### src/rtl/muldiv_pkg.sv
// Shared encodings and helpers for the iterative multiply/divide unit.
// Latency: n/a (constants and a constant function only).
// Backpressure: n/a.
package muldiv_pkg;

   // Operation codes presented on the op port
   localparam logic [1:0] OP_MULT  = 2'd0;
   localparam logic [1:0] OP_MULTU = 2'd1;
   localparam logic [1:0] OP_DIV   = 2'd2;
   localparam logic [1:0] OP_DIVU  = 2'd3;

   // Control FSM state encodings
   localparam logic [1:0] S_IDLE = 2'd0;
   localparam logic [1:0] S_CALC = 2'd1;
   localparam logic [1:0] S_FIN  = 2'd2;

   // Iteration counter must be able to hold the value WIDTH
   function automatic int cnt_width(input int width);
      return $clog2(width + 1);
   endfunction

endpackage

### src/rtl/muldiv_div_step.sv
// One restoring-division iteration: shift in a dividend bit, trial-subtract the divisor.
// Latency: purely combinational.
// Backpressure: none; the caller decides when the result is registered.
module muldiv_div_step
   import muldiv_pkg::*;
#(
   parameter int WIDTH = 32
) (
   input  logic [WIDTH-1:0] rem_in,
   input  logic             bit_in,
   input  logic [WIDTH-1:0] divisor,
   output logic [WIDTH-1:0] rem_out,
   output logic             q_bit
);

   logic [WIDTH:0] part;
   logic [WIDTH:0] trial;

   // rem_in < divisor, so the shifted partial fits WIDTH+1 bits and the trial's MSB is the borrow
   always_comb begin
      part    = {rem_in, bit_in};
      trial   = part - {1'b0, divisor};
      q_bit   = ~trial[WIDTH];
      rem_out = q_bit ? trial[WIDTH-1:0] : part[WIDTH-1:0];
   end

endmodule

### src/rtl/muldiv_unit.sv
// Shared iterative MULT/MULTU/DIV/DIVU engine writing HI/LO; optional MULDIV_EARLY_OUT_EN ends multiplies early.
// Latency: done in the cycle after edge E0+WIDTH+1 (E0+1 for divide by zero); data-dependent multiplies with early-out.
// Backpressure: one op at a time; start is ignored whenever busy is high (including the done cycle).
module muldiv_unit
   import muldiv_pkg::*;
#(
   parameter int WIDTH = 32
) (
   input  logic             clk,
   input  logic             reset,
   input  logic             start,
   input  logic [1:0]       op,
   input  logic [WIDTH-1:0] a,
   input  logic [WIDTH-1:0] b,
   output logic             busy,
   output logic             done,
   output logic             div_zero,
   output logic [WIDTH-1:0] hi,
   output logic [WIDTH-1:0] lo
);

   localparam int CW = cnt_width(WIDTH);

   logic [1:0]         state;
   logic [CW-1:0]      cnt;
   logic               div_q;
   logic               neg_res;
   logic               neg_rem;
   logic [2*WIDTH-1:0] acc;
   logic [2*WIDTH-1:0] mcand;
   logic [WIDTH-1:0]   mplier;
   logic [WIDTH-1:0]   dsor;
   logic [WIDTH-1:0]   rem;
   logic [WIDTH-1:0]   rem_nxt;
   logic               q_bit;
   logic               is_signed;
   logic [WIDTH-1:0]   a_mag;
   logic [WIDTH-1:0]   b_mag;
   logic               last_iter;

   // Operand magnitudes; the most-negative value maps to 2^(WIDTH-1), which still fits unsigned
   always_comb begin
      is_signed = (op == OP_MULT) || (op == OP_DIV);
      a_mag     = (is_signed && a[WIDTH-1]) ? -a : a;
      b_mag     = (is_signed && b[WIDTH-1]) ? -b : b;
   end

   // Decide whether this CALC cycle is the final iteration
   always_comb begin
      last_iter = (cnt == CW'(WIDTH - 1));
`ifdef MULDIV_EARLY_OUT_EN
      // Multiplicand is pre-shifted, so stopping once the multiplier is exhausted keeps the product exact
      if (!div_q && (mplier[WIDTH-1:1] == '0)) begin
         last_iter = 1'b1;
      end
`endif
   end

   // Dividend bits leave mplier MSB-first while quotient bits enter at the LSB
   muldiv_div_step #(.WIDTH(WIDTH)) u_div_step (
      .rem_in  (rem),
      .bit_in  (mplier[WIDTH-1]),
      .divisor (dsor),
      .rem_out (rem_nxt),
      .q_bit   (q_bit)
   );

   // busy covers the whole operation including the done cycle
   assign busy = (state != S_IDLE) || done;

   // Control FSM, datapath iteration and result registers
   always_ff @(posedge clk) begin
      if (reset) begin
         state    <= S_IDLE;
         cnt      <= '0;
         done     <= 1'b0;
         div_zero <= 1'b0;
         hi       <= '0;
         lo       <= '0;
         div_q    <= 1'b0;
         neg_res  <= 1'b0;
         neg_rem  <= 1'b0;
         acc      <= '0;
         mcand    <= '0;
         mplier   <= '0;
         dsor     <= '0;
         rem      <= '0;
      end else begin
         done     <= 1'b0;
         div_zero <= 1'b0;
         case (state)
            S_IDLE: begin
               if (start && !done) begin
                  div_q   <= op[1];
                  neg_res <= is_signed && (a[WIDTH-1] ^ b[WIDTH-1]);
                  neg_rem <= is_signed && a[WIDTH-1];
                  cnt     <= '0;
                  acc     <= '0;
                  rem     <= '0;
                  mcand   <= {{WIDTH{1'b0}}, a_mag};
                  mplier  <= op[1] ? a_mag : b_mag;
                  dsor    <= b_mag;
                  state   <= (op[1] && (b == '0)) ? S_FIN : S_CALC;
               end
            end
            S_CALC: begin
               if (!div_q) begin
                  if (mplier[0]) begin
                     acc <= acc + mcand;
                  end
                  mcand  <= mcand << 1;
                  mplier <= mplier >> 1;
               end else begin
                  rem    <= rem_nxt;
                  mplier <= {mplier[WIDTH-2:0], q_bit};
               end
               cnt <= cnt + 1'b1;
               if (last_iter) begin
                  state <= S_FIN;
               end
            end
            S_FIN: begin
               done <= 1'b1;
               if (div_q && (dsor == '0)) begin
                  // Divide by zero: report only, HI/LO keep the previous result
                  div_zero <= 1'b1;
               end else if (div_q) begin
                  lo <= neg_res ? -mplier : mplier;
                  hi <= neg_rem ? -rem : rem;
               end else begin
                  {hi, lo} <= neg_res ? -acc : acc;
               end
               state <= S_IDLE;
            end
            default: state <= S_IDLE;
         endcase
      end
   end

endmodule

### config.mk
export PLATFORM = sky130hd
export DESIGN_NAME = muldiv_unit
export DESIGN_NICKNAME = d
export VERILOG_FILES = /design/src/rtl/muldiv_pkg.sv /design/src/rtl/muldiv_div_step.sv /design/src/rtl/muldiv_unit.sv
export SDC_FILE = /design/constraint.sdc
export NUM_CORES = 1
export LEC_CHECK = 0
export ABC_AREA = 1
export CAP_MARGIN = 20
export CELL_PAD_IN_SITES_DETAIL_PLACEMENT = 0
export CELL_PAD_IN_SITES_GLOBAL_PLACEMENT = 2
export CORE_UTILIZATION = 32
export DETAILED_ROUTE_END_ITERATION = 16
export PLACE_DENSITY = 0.81
export SYNTH_ARGS = -nofsm -noshare
export SYNTH_HDL_FRONTEND = slang
export SYNTH_SLANG_ARGS = --single-unit
### constraint.sdc
create_clock -name clk -period 2.6 [get_ports clk]
set_input_delay 0.26 -clock clk [delete_from_list [all_inputs] [get_ports clk]]
set_output_delay 0.26 -clock clk [all_outputs]
set_load 0.1 [all_outputs]
==> metrics.csv <==
metric,value,unit
drt-initial-drc-count,2143,
ctsHoldBuffers,0,
dieWidth,291,um
synth_xor_xnor_area_share,1.57,%
clkLatencyLatePin,0.58,ns
grt_pass1_wl,178,mm
nets,5163,
async_flop_share,0,%
p_sw_share,36.7,%
min_from,reset,
p_sw,5740,uW
critical_path_class,reg -> reg,
max_cap_violations,0,
route.vias.total,30600,
fin_setup_tns,0,ns
num-fill-cells,9498,
hold_path.class,in -> reg,
drc,0,
leakagePower,0.0160,uW
syn_area,26800,um2
irDropWorstVdd,0.381,mV
post-route-period-util,93.4,%
synth.distinct_cells,49,
worst_pin_slew,1.10,ns
reg2reg_from,acc[13],
dpl.hpwl,94.4,mm
yosys_warnings,0,
layout_commonest_cell,nand2_1,
die_h,291,um
clock_skew,0.0308,ns
slew_headroom,26.4,%
holdPathStages,3,
ys_seq_area_share,22.5,%
multi_input_comb_area,17300,um2
synth.area.top_cells,"dfxtp_1, nand2_1, inv_1, nand3_1, a21oi_1",
worst_ep_arrival_time,2.85,ns
reg2reg_slack,0.17,ns
yosys.area.top_type_share,22.5,%
vias_per_cell,5.02,
ff_latch_area,6030,um2
yosys.area_share.simple,41.8,%
postLayoutCoreUtil,38.2,%
power.density,497,nW/um2
ys_ff_latch,301,
drt_first_pass_iters,5,
synth_edf_count,0,
path_clk_slew,0.06,ns
dieArea,84900,um2
netlist.top_cell.by_area,dfxtp_1,
overflow,0,
finalCriticalPeriod,2.43,ns
numClockSinks,301,
hold_viol,0,
std_cell_rows,105,
max_freq,412,MHz
track_usage,27.1,%
synth_compound_area_share,16.0,%
drt-total-wl,117,mm
status,finished clean,
cts_root_buf,clkbuf_16,
cts_tree,built,
setup-violations-final,0,
htree_levels,2,
post_drt_wl_per_cell,19.3,um
core,82500,um2
synth_mux_area_share,0,%
clock_path_buffers,3,
grt_pass1_vias,29000,
io-pin-count,136,
hold_end,done,
r2r_end,acc[63],
synthAdderAreaFrac,4.86,%
end_kind,register,
seq_power_share,33.1,%
drv_slew,0,
p_comb_share,28.2,%
drive_gt1_share,8.05,%
synthCells,4816,
numCtsBuffers,41,
antenna_found_initial,1,
synthFlopType,dfxtp_1,
syn_area_per_cell,5.57,um2
initial_core_util,32.5,%
required,3.02,ns
pwr-share-clk,38.7,%
synth_top_family_by_area,simple AND/OR/NAND/NOR gates,
gp_congestion,0.917,
internal-power,9920,uW
reg2reg_depth,13,
final_antenna_net_count,0,
grt_max_degree,155,
cp_max_fo,5,
start_kind,register,
synthesis.nets,4988,
most-common-layout-cells,"nand2_1, inv_1, nand3_1",
port-buffer-count,135,
area_delta_synth_final,17.5,%
how the worst max path moves through the flow:
stage	start	to	slack (ns)
3_5_place_dp	mplier[31]	rem[19]	0.04
6_report	acc[13]	acc[63]	0.17
3_3_place_gp	mcand[5]	acc[63]	0.05
4_1_cts	mplier[31]	rem[19]	0.03
2_1_floorplan	done	dsor[7]	0.20
5_1_grt	mplier[31]	rem[28]	-0.003
cells in the mapped netlist, drive strengths merged (27+ instances only):
cell type and n:
o21ai 253, nor2 424, nand3b 35, dfxtp 301, clkbuf 101, nand3 469
a31oi 28, nand4 55, a21oi 397, a221oi 27, o211ai 48, or2 48
inv 752, nor3 52, nand2 1558, ha 101, xor2 33, buf 64
cells by family (layout without fill, tap and decap cells):
kind of cell | count (synthesis) | in the layout
flops | 301 | 301
compound gates | 787 | 787
xor+xnor | 48 | 48
simple gates | 2658 | 2659
other cells | 0 | 1
fa+ha+maj | 103 | 103
buf+inv | 919 | 1121
cell type report:
cell class,count,share of cell area [%]
multi-input combinational,3597,55.0
sequential,301,19.1
inverter,754,8.99
timing repair buffer,296,8.12
tap,1070,4.25
clock buffer,59,3.83
clock inverter,12,0.627
antenna,1,0.00794
worst max-delay path: stages, from the launching register on:
cell     delay [ns]
dfxtp_1        0.40
ha_1           0.42
nand2_1        0.14
nor2_1         0.22
and2_1         0.20
nand2_1        0.06
nand2_1        0.11
nand2_1        0.08
nand2_2        0.18
nand2_1        0.18
nand2_1        0.10
nand2_1        0.05
nand3_1        0.07
a21oi_1        0.06
power groups by stage:
stage | Sequential, uW | Combinational, uW | Clock (uW)
5_1_grt | 5200 | 4820 | 6350
3_3_place_gp | 5270 | 4370 | 0
6_report | 5180 | 4410 | 6060
4_1_cts | 5170 | 4380 | 6190
2_1_floorplan | 5430 | 2490 | 0
3_5_place_dp | 5270 | 4360 | 0
repair_timing:
| item | CTS | global route |
|---|---|---|
| endpoints found under the setup margin | 0 | 45 |
| buffers inserted | 0 | 1 |
| gates resized for setup | 0 | 21 |
routing by layer:
layer	up-vias	routed length, um	global-route usage (%)
li1	15800	-	-
met1	14000	56000	37.8
met2	701	53000	44.6
met3	127	5270	2.40
met4	0	3210	7.01
met5	-	0	0
sequential cells by signal, indices dropped and copies added (netlist names), 2 cells and up:
| signal | flops |
|---|---|
| cnt | 6 |
| dsor | 32 |
| acc | 64 |
| state | 2 |
| mcand | 64 |
| rem | 32 |
| mplier | 32 |
| lo | 32 |
| hi | 32 |
through the flow:
| step | instance area [um2] | power (uW) | hold WS [ns] | worst slack (ns) | instances |
|---|---|---|---|---|---|
| finish | 31500 | 15700 | 0.230 | 0.172 | 6090 |
| floorplan | 26800 | 7920 | 0.408 | 0.198 | 4816 |
| CTS | 31400 | 15700 | 0.204 | 0.0284 | 6087 |
| global route | 31500 | 16400 | 0.222 | -0.00273 | 6089 |
| detailed placement | 30000 | 9630 | 0.465 | 0.0402 | 6016 |
| global placement | 30000 | 9640 | 0.456 | 0.0537 | 6016 |
Note: power is estimated with default switching activity, not from simulation.
